`src/rtl/npu_spi_pkg.sv`:
```
// Shared types and frame layout for the NPU SPI command/response master.
package npu_spi_pkg;

    typedef enum logic [2:0] {
        ST_IDLE,
        ST_SHIFT_CMD,
        ST_WAIT_DONE,
        ST_GAP,
        ST_SHIFT_RESP,
        ST_HOLD
    } state_t;

    localparam int FRAME_BITS = 24;
    localparam int RESP_BITS  = 8;

    localparam int CMD_MSB    = 23;
    localparam int CMD_LSB    = 16;
    localparam int TILE_I_MSB = 15;
    localparam int TILE_I_LSB = 13;
    localparam int TILE_J_MSB = 12;
    localparam int TILE_J_LSB = 10;
    localparam int OP_MSB     = 9;
    localparam int OP_LSB     = 7;
    localparam int ARG_MSB    = 6;
    localparam int ARG_LSB    = 0;

endpackage

```
`src/rtl/npu_spi_sclk_gen.sv`:
```
// Half-period tick and mode-0 sclk level; counter and sclk sit at 0 whenever cleared.
module npu_spi_sclk_gen #(
    parameter int CLK_DIV = 2
) (
    input  logic clk,
    input  logic rst,
    input  logic en,
    input  logic clr,
    output logic tick,
    output logic sclk
);

    localparam int DIV_W = $clog2(CLK_DIV + 1);

    logic [DIV_W-1:0] div_cnt;

    assign tick = en && !clr && (div_cnt == DIV_W'(CLK_DIV - 1));

    always_ff @(posedge clk or posedge rst) begin
        if (rst) begin
            div_cnt <= '0;
            sclk    <= 1'b0;
        end else if (clr || !en) begin
            div_cnt <= '0;
            sclk    <= 1'b0;
        end else if (tick) begin
            div_cnt <= '0;
            sclk    <= ~sclk;
        end else begin
            div_cnt <= div_cnt + DIV_W'(1);
        end
    end

endmodule

```
`src/rtl/npu_spi_master.sv`:
```
// SPI master: sends a 24-bit command, waits for npu_done (with timeout), reads one response byte.
//   state         | meaning
//   ST_IDLE       | waiting for start
//   ST_SHIFT_CMD  | shifting the command frame out on mosi
//   ST_WAIT_DONE  | cs_n high, waiting for synchronised npu_done or timeout
//   ST_GAP        | cs_n high guard time before the read phase
//   ST_SHIFT_RESP | clocking the response byte in from miso
//   ST_HOLD       | cs_n high guard time after the transaction
module npu_spi_master
    import npu_spi_pkg::*;
#(
    parameter int CLK_DIV     = 2,
    parameter int TIMEOUT_CYC = 1000,
    parameter int CS_GAP      = 4
) (
    input  logic        clk,
    input  logic        rst,
    input  logic        start,
    input  logic [23:0] frame_in,
    output logic        busy,
    output logic [7:0]  resp_out,
    output logic        resp_valid,
    output logic        timed_out,
    output logic        sclk,
    output logic        mosi,
    output logic        cs_n,
    input  logic        miso,
    input  logic        npu_done
);

    localparam int TMO_W = $clog2(TIMEOUT_CYC + 1);
    localparam int GAP_W = $clog2(CS_GAP + 1);
    localparam int BIT_W = $clog2(FRAME_BITS);

    state_t                 state;
    logic [FRAME_BITS-2:0]  tx_sh;
    logic [RESP_BITS-1:0]   rx_sh;
    logic [BIT_W-1:0]       bit_cnt;
    logic [TMO_W-1:0]       tmo_cnt;
    logic [GAP_W-1:0]       gap_cnt;
    logic                   tmo_flag;
    logic                   done_s1;
    logic                   done_s2;
    logic                   shifting;
    logic                   sclk_clr;
    logic                   tick;

    assign shifting = (state == ST_SHIFT_CMD) || (state == ST_SHIFT_RESP);
    assign sclk_clr = !shifting;

    npu_spi_sclk_gen #(.CLK_DIV(CLK_DIV)) u_sclk_gen (
        .clk  (clk),
        .rst  (rst),
        .en   (shifting),
        .clr  (sclk_clr),
        .tick (tick),
        .sclk (sclk)
    );

    always_ff @(posedge clk or posedge rst) begin
        if (rst) begin
            state      <= ST_IDLE;
            tx_sh      <= '0;
            rx_sh      <= '0;
            bit_cnt    <= '0;
            tmo_cnt    <= '0;
            gap_cnt    <= '0;
            tmo_flag   <= 1'b0;
            done_s1    <= 1'b0;
            done_s2    <= 1'b0;
            busy       <= 1'b0;
            resp_out   <= '0;
            resp_valid <= 1'b0;
            timed_out  <= 1'b0;
            mosi       <= 1'b0;
            cs_n       <= 1'b1;
        end else begin
            done_s1    <= npu_done;
            done_s2    <= done_s1;
            resp_valid <= 1'b0;
            case (state)
                ST_IDLE: begin
                    if (start) begin
                        tx_sh   <= frame_in[FRAME_BITS-2:0];
                        mosi    <= frame_in[FRAME_BITS-1];
                        cs_n    <= 1'b0;
                        busy    <= 1'b1;
                        bit_cnt <= BIT_W'(FRAME_BITS - 1);
                        state   <= ST_SHIFT_CMD;
                    end
                end
                // Bits advance on the falling half-period tick so mosi is stable at every rise.
                ST_SHIFT_CMD: begin
                    if (tick && sclk) begin
                        if (bit_cnt == '0) begin
                            cs_n    <= 1'b1;
                            mosi    <= 1'b0;
                            tmo_cnt <= '0;
                            state   <= ST_WAIT_DONE;
                        end else begin
                            bit_cnt <= bit_cnt - BIT_W'(1);
                            mosi    <= tx_sh[FRAME_BITS-2];
                            tx_sh   <= {tx_sh[FRAME_BITS-3:0], 1'b0};
                        end
                    end
                end
                ST_WAIT_DONE: begin
                    if (done_s2) begin
                        tmo_flag <= 1'b0;
                        gap_cnt  <= '0;
                        state    <= ST_GAP;
                    end else if (tmo_cnt == TMO_W'(TIMEOUT_CYC - 1)) begin
                        tmo_flag <= 1'b1;
                        gap_cnt  <= '0;
                        state    <= ST_GAP;
                    end else begin
                        tmo_cnt <= tmo_cnt + TMO_W'(1);
                    end
                end
                ST_GAP: begin
                    if (gap_cnt == GAP_W'(CS_GAP - 1)) begin
                        gap_cnt <= '0;
                        if (tmo_flag) begin
                            resp_out   <= '0;
                            timed_out  <= 1'b1;
                            resp_valid <= 1'b1;
                            state      <= ST_HOLD;
                        end else begin
                            cs_n    <= 1'b0;
                            mosi    <= 1'b0;
                            bit_cnt <= BIT_W'(RESP_BITS - 1);
                            state   <= ST_SHIFT_RESP;
                        end
                    end else begin
                        gap_cnt <= gap_cnt + GAP_W'(1);
                    end
                end
                ST_SHIFT_RESP: begin
                    if (tick) begin
                        if (!sclk) begin
                            rx_sh <= {rx_sh[RESP_BITS-2:0], miso};
                        end else if (bit_cnt == '0) begin
                            cs_n       <= 1'b1;
                            resp_out   <= rx_sh;
                            timed_out  <= 1'b0;
                            resp_valid <= 1'b1;
                            gap_cnt    <= '0;
                            state      <= ST_HOLD;
                        end else begin
                            bit_cnt <= bit_cnt - BIT_W'(1);
                        end
                    end
                end
                ST_HOLD: begin
                    if (gap_cnt == GAP_W'(CS_GAP - 1)) begin
                        gap_cnt <= '0;
                        busy    <= 1'b0;
                        state   <= ST_IDLE;
                    end else begin
                        gap_cnt <= gap_cnt + GAP_W'(1);
                    end
                end
                default: state <= ST_IDLE;
            endcase
        end
    end

endmodule
```
`config.mk`:
```
export PLATFORM = sky130hd
export DESIGN_NAME = npu_spi_master
export DESIGN_NICKNAME = d
export VERILOG_FILES = /design/src/rtl/npu_spi_pkg.sv /design/src/rtl/npu_spi_sclk_gen.sv /design/src/rtl/npu_spi_master.sv
export SDC_FILE = /design/constraint.sdc
export NUM_CORES = 1
export LEC_CHECK = 0
export BUFFER_PORTS_ARGS = -buffer_cell sky130_fd_sc_hd__buf_2
export CORE_MARGIN = 4
export CORE_UTILIZATION = 30
export DETAILED_ROUTE_END_ITERATION = 8
export GPL_ROUTABILITY_DRIVEN = 0
export HOLD_SLACK_MARGIN = 0.06
export PLACE_DENSITY = 0.58
export SYNTH_ARGS = -nofsm -noshare
export SYNTH_HDL_FRONTEND = slang
export SYNTH_SLANG_ARGS = --single-unit
export TNS_END_PERCENT = 10
```
`constraint.sdc`:
```
create_clock -name clk -period 4.21 [get_ports clk]
set_input_delay 0.842 -clock clk [delete_from_list [all_inputs] [get_ports clk]]
set_output_delay 0.842 -clock clk [all_outputs]
set_load 0.005 [all_outputs]
```
# Yosys cells after proc, flatten, opt, wreduce, memory -nomap -nowiden
# Index checks and enable logic that the tools add are counted.
dict set report word_totals {
  regBits 71
  in_bits 29
  out_inout_bits 14
  wordCells 144
}
dict set report classes {
  muxes 75
  n_bitwise 1
  n_eq_ne 23
  n_addsub 4
  reduce_logical 24
}
# op count
set ops {}
lappend ops {{23-bit 2-to-1 mux} 3}
lappend ops {{3-bit 2-to-1 mux} 16}
lappend ops {{23-bit one-hot mux with 2 select lines} 1}
lappend ops {{10-bit 2-to-1 mux} 4}
lappend ops {{8-bit 2-to-1 mux} 5}
lappend ops {{5-bit 2-to-1 mux} 7}
lappend ops {{1-bit 2-to-1 mux} 27}
lappend ops {{2-bit inequality test (second input constant)} 10}
lappend ops {{10-bit one-hot mux with 2 select lines} 1}
lappend ops {{5-bit one-hot mux with 4 select lines} 1}
lappend ops {{3-bit one-hot mux with 6 select lines} 1}
lappend ops {{8-bit one-hot mux with 2 select lines} 1}
lappend ops {{5-bit AND reduction} 3}
lappend ops {{10-bit by 1-bit adder with 10-bit output (second input constant)} 1}
lappend ops {{10-bit equality test (second input constant)} 1}
lappend ops {{2-bit nonzero test} 5}
lappend ops {{3-bit by 2-bit equality test with 1-bit output (second input constant)} 3}
lappend ops {{3-bit one-hot mux with 3 select lines} 1}
lappend ops {{9-bit AND reduction} 1}
lappend ops {{2-bit by 1-bit inequality test with 1-bit output (second input constant)} 4}
lappend ops {{7-bit AND reduction} 1}
lappend ops {{3-bit equality test (second input constant)} 2}
lappend ops {{1-bit one-hot mux with 2 select lines} 3}
lappend ops {{3-bit AND reduction} 2}
lappend ops {{20 further kinds} 23}

# Logic depth before layout (Yosys ltp)
dict set report depth {
  ltp_word 6
  mapped_depth 8
  ltp_nobuf 6
}

# Modules after synthesis
# From an unflattened synthesis, not the netlist that was laid out.
dict set report unflattened {
  cells_unflattened 321
  area_unflattened_um2 3409.5
}
# mod cells_each instances area_per_inst_um2 seq_area_each_um2
set modules_own_cells {}
lappend modules_own_cells {npu_spi_master 310 1 3270.6 1702.9}
lappend modules_own_cells {npu_spi_sclk_gen 11 1 138.9 75.1}

# Worst setup path before layout
# No wires, ideal clock.
dict set report synth_timing {
  path_kind {input to register}
  from {input port start}
  to {register bit_cnt[0]}
  arrival_ns 1.948
  setup_ns 0.134
  path_buffers 0
  path_slack_ns 2.129
  required_ns 4.076
  stages 4
  path_cell_list {or3b_2 o22a_1 a211oi_2 mux2i_1}
}
dict set report synth_via {
  elab_chain_len 2
}
# element line_no
set synth_rtl {}
lappend synth_rtl {{start, declared} npu_spi_master.sv:18} ;# input logic start,
lappend synth_rtl {{2-bit inequality test (no line)} --}
lappend synth_rtl {{7-bit AND reduction (no line)} --}
lappend synth_rtl {{end signal, assigned} npu_spi_master.sv:88} ;# bit_cnt <= BIT_W'(FRAME_BITS - 1);
lappend synth_rtl {{end signal, assigned} npu_spi_master.sv:101} ;# bit_cnt <= bit_cnt - BIT_W'(1);
lappend synth_rtl {{end signal, assigned} npu_spi_master.sv:131} ;# bit_cnt <= BIT_W'(RESP_BITS - 1);
lappend synth_rtl {{end, declared} npu_spi_master.sv:38} ;# logic [BIT_W-1:0] bit_cnt;
# No other way between the ends.
# A chain may end at the register's enable or synchronous reset.

# Final worst setup path
dict set report layout_timing {
  from {register state[2]}
  to {register rx_sh[7]}
}
dict set report layout_via {
  elab_chain_len 4
  elab_cells_between_ends 5
  classes_between {eq/ne: 2; reduce/logical: 3}
}
# element line_no
set layout_rtl {}
lappend layout_rtl {{start, declared} npu_spi_master.sv:35} ;# state_t state;
lappend layout_rtl {{start signal, assigned} npu_spi_master.sv:62} ;# state <= ST_IDLE;
lappend layout_rtl {{start signal, assigned} npu_spi_master.sv:89} ;# state <= ST_SHIFT_CMD;
lappend layout_rtl {{start signal, assigned} npu_spi_master.sv:99} ;# state <= ST_WAIT_DONE;
lappend layout_rtl {{3-bit by 1-bit equality test with 1-bit output or 3-bit equality test (tied branches)} {npu_spi_master.sv:48, npu_spi_master.sv:81}}
lappend layout_rtl {{1-bit logical OR} npu_spi_master.sv:48} ;# assign shifting = (state == ST_SHIFT_CMD) || (state == ST_SHIFT_RESP);
lappend layout_rtl {{1-bit logical AND} npu_spi_sclk_gen.sv:17} ;# assign tick = en && !clr && (div_cnt == DIV_W'(CLK_DIV - 1));
lappend layout_rtl {{3-bit AND reduction (no line) *} --}
lappend layout_rtl {{end signal, assigned} npu_spi_master.sv:141} ;# rx_sh <= {rx_sh[RESP_BITS-2:0], miso};
lappend layout_rtl {{end, declared} npu_spi_master.sv:37} ;# logic [RESP_BITS-1:0] rx_sh;
# Every way passes the cells marked *; elsewhere a longest branch is shown, timed or not.

==> flow_metrics.py <==
metrics = {
    "yosys": {
        "synthCells": 301,
        "ys_types": 59,
        "seq_area_frac_synth_pct": 48.07,
        "synth_flop_cell": "dfrtp_1",
        "synth_top_area_share_pct": 47.36,
        "synth_fa_ha_area_share_pct": 1.353,
        "synth_area_leaders": "dfrtp_1 (47%), mux2_4 (11%), mux2_2 (7.9%)",
        "yosys.area_share.xor_xnor_pct": 0.7104,
        "syn-num-nets": 334,
        "ys_warn_count": 0,
        "synth_area_per_cell_um2": 12.29,
        "yosys-top-cells-count": "dfrtp_1 (70), mux2_4 (28), mux2_2 (26)",
        "synth_area_leader_cell": "dfrtp_1",
        "synth_mux_area_share_pct": 20.09,
        "async_reset_ff_share_pct": 100.0,
        "yosys.area_share.simple_pct": 12.62,
        "synth_top_family_by_area": "multiplexers",
        "synth_compound_area_share_pct": 12.75,
        "yosysMostFrequentCell": "dfrtp_1",
        "synth-edff-count": 0,
        "syn_area_um2": 3699,
        "synth_seq_cells": 71,
    },
    "clocking": {
        "cts_root_buf": "clkbuf_16",
        "htreeDepth": 3,
        "clk-insertion-delay-late_ps": 340,
        "cts_tree": "done",
        "numCtsBuffers": 9,
        "clkTransAtPathRegs_ps": 60,
        "ctsHoldBuffers": 0,
        "cts_sinks": 71,
        "cts_setup_buffers": 0,
        "cts_resized": 0,
        "clock_path_buffers": 2,
    },
    "cells_and_area": {
        "area.growth.synth_to_final_pct": 17.86,
        "diodes": 0,
        "fin_area_um2": 4359,
        "final_util_pct": 36.14,
        "fin_nets": 376,
        "drive_gt1_share_pct": 37.36,
    },
    "worst_setup_path": {
        "worst_setup_path_end_kind": "register",
        "startpoint_type": "register",
        "critPathRequiredTime_ps": 4430,
        "reg2reg_slack_ps": 1820,
        "path_max_fanout": 18,
        "cp_data_arrival_time_ps": 2610,
        "reg2reg_depth": 3,
        "r2r_end": "rx_sh[7]$_DFFE_PP0P_",
        "reg2reg_from": "state[2]$_DFFE_PP0P_",
        "crit_type": "reg2reg",
    },
    "placement": {
        "pre_cts_slack_ps": 1838,
        "portBuffers": 42,
        "placed_cell_area_um2": 4063,
        "post-dp-hpwl_um": 5168,
    },
    "timing": {
        "worst_slack_ps": 1816,
        "period_share_pct": 56.86,
        "report.final.slew_viol_count": 0,
        "skew_ps": 6.810,
        "fmax_ghz": 0.4178,
        "tns_ps": 0,
        "finalHoldViolations": 0,
        "grt_setup_unrepaired": "no",
        "setup_viol": 0,
        "tightest_slew_ps": 781.2,
        "max_slew_margin_pct": 47.18,
        "min_period_ps": 2394,
    },
    "power": {
        "internal_power_mw": 1.810,
        "seqPwrFrac_pct": 38.3,
        "comb_power_share_pct": 32.2,
        "finalPower_mw": 2.567,
        "swShare_pct": 29.48,
        "p_leak_nw": 2.025,
        "irDropWorstVdd_mv": 0.2052,
        "switching_power_uw": 756.7,
        "clockPowerShare_pct": 29.5,
        "power.density_nw_per_um2": 588.9,
    },
    "worst_hold_path": {
        "whs_path_depth": 0,
        "min_from": "done_s1$_DFF_PP0_",
        "min_path_type": "reg2reg",
        "holdPathEnd": "done_s2$_DFF_PP0_",
    },
    "detailed_routing": {
        "dr_total_vias": 2441,
        "drc": 0,
        "drtAntennaViolNets": 0,
        "drtIter0Drc": 129,
        "wl_per_cell_um": 14.24,
        "firstDrtPassIters": 4,
        "drt-total-wl_um": 7346,
        "viasPerCell": 4.731,
    },
    "job": {
        "max-cap-violations": 0,
    },
    "global_routing": {
        "grt_use_total_pct": 11.03,
        "busiest_layer": "met2",
        "met2_usage_pct": 16.43,
        "grt_start_max_net_pins": 30,
        "gr-usage-met3_pct": 2.659,
        "grt_use_met1_pct": 14.50,
        "grt_pass1_wl_um": 12340,
        "grt-ovfl-total": 0,
        "antenna_found_initial": 0,
        "first_global_vias": 2419,
    },
    "floorplan": {
        "rows": 40,
        "die_w_um": 119.0,
        "die_y_um": 119.0,
        "num_io_pins": 43,
        "start_util_pct": 30.66,
        "dieArea_um2": 14170,
        "core_um2": 12060,
    },
    "run_status": {
        "status": "completed",
    },
}
[registers in the layout (all words and copies together), names as in the netlist]
name,flops
u_sclk_gen.div_cnt,2
bit_cnt,5
cs_n,1
tmo_cnt,10
state,3
tmo_flag,1
done_s2,1
timed_out,1
mosi,1
resp_out,8
resp_valid,1
u_sclk_gen.sclk,1
gap_cnt,3
tx_sh,23
done_s1,1
busy,1
rx_sh,8
[stage by stage]
stage / cells / hold WS [ps]
5_1_grt: 516 / 380.0
3_3_place_gp: 500 / 335.6
6_report: 516 / 367.0
3_5_place_dp: 500 / 356.8
2_1_floorplan: 301 / 331.2
4_1_cts: 516 / 369.1
[per-layer routing]
layer | share of wire, % | vias up
met5 | 0 | -
met2 | 46 | 48
met1 | 48 | 1189
met4 | 2.5 | 0
met3 | 3.4 | 12
li1 | - | 1192
[worst max path at each step]
stage	cells after the start	from	endpoint	slack, ps
finish	3	state[2]$_DFFE_PP0P_	rx_sh[7]$_DFFE_PP0P_	1820
global route	5	state[0]$_DFFE_PP0P_	tmo_cnt[1]$_DFFE_PP0P_	1660
CTS	3	state[2]$_DFFE_PP0P_	rx_sh[7]$_DFFE_PP0P_	1820
detailed placement	3	state[2]$_DFFE_PP0P_	rx_sh[7]$_DFFE_PP0P_	1840
global placement	3	state[2]$_DFFE_PP0P_	rx_sh[6]$_DFFE_PP0P_	1880
floorplan	1	rst	bit_cnt[0]$_DFFE_PP0P_	1570
[cells by family after synthesis]
group	after synthesis
AND/OR/NAND/NOR	73
flip-flops	71
AO/OA/AOI/OAI	62
multiplexers	57
buffers and inverters	31
adder cells (fa/ha/maj)	4
XOR/XNOR	3
[placed cells by master, fill, tap and decap left out, types with 3 or more instances in the layout]
cell type,netlist,final
a21boi_0,4,4
a21oi_1,6,6
a22o_1,9,9
a31oi_1,7,7
and2_1,3,3
and3_1,3,3
buf_2,7,42
buf_4,0,5
clkbuf_16,0,9
clkinv_2,0,3
dfrtp_1,70,70
ha_1,4,4
inv_1,15,14
mux2_2,26,26
mux2_4,28,28
mux2i_1,3,3
nand2_1,11,11
nand2b_1,5,5
nand3_1,3,3
nor2_1,11,11
nor2b_1,3,3
nor3_1,7,7
o211ai_1,4,4
o21ai_0,8,8
o2bb2ai_1,5,5
[worst max-delay path, stage by stage (launching register included)]
cell	delay, ps
dfrtp_1	800
or3b_4	490
or3b_1	610
mux2_4	370
[power by group through the flow]
stage / sequential (mW) / clock (mW) / combinational [mW]
after global routing: 1.00 / 0.813 / 0.898
final: 0.982 / 0.758 / 0.827
after floorplan: 0.932 / 0 / 0.740
after CTS: 0.982 / 0.779 / 0.839
after global placement: 0.983 / 0 / 0.811
after detailed placement: 0.988 / 0 / 0.835
[cell type report]
class                      count  area (um^2)
fill                        1203         7702
sequential                    71         1778
multi-input combinational    199         1770
timing repair buffer          47        247.7
clock buffer                   9        225.2
tap                          168        210.2
clock inverter                 7        71.32
inverter                      15        56.30
Note: power is estimated with default switching activity, not from simulation.
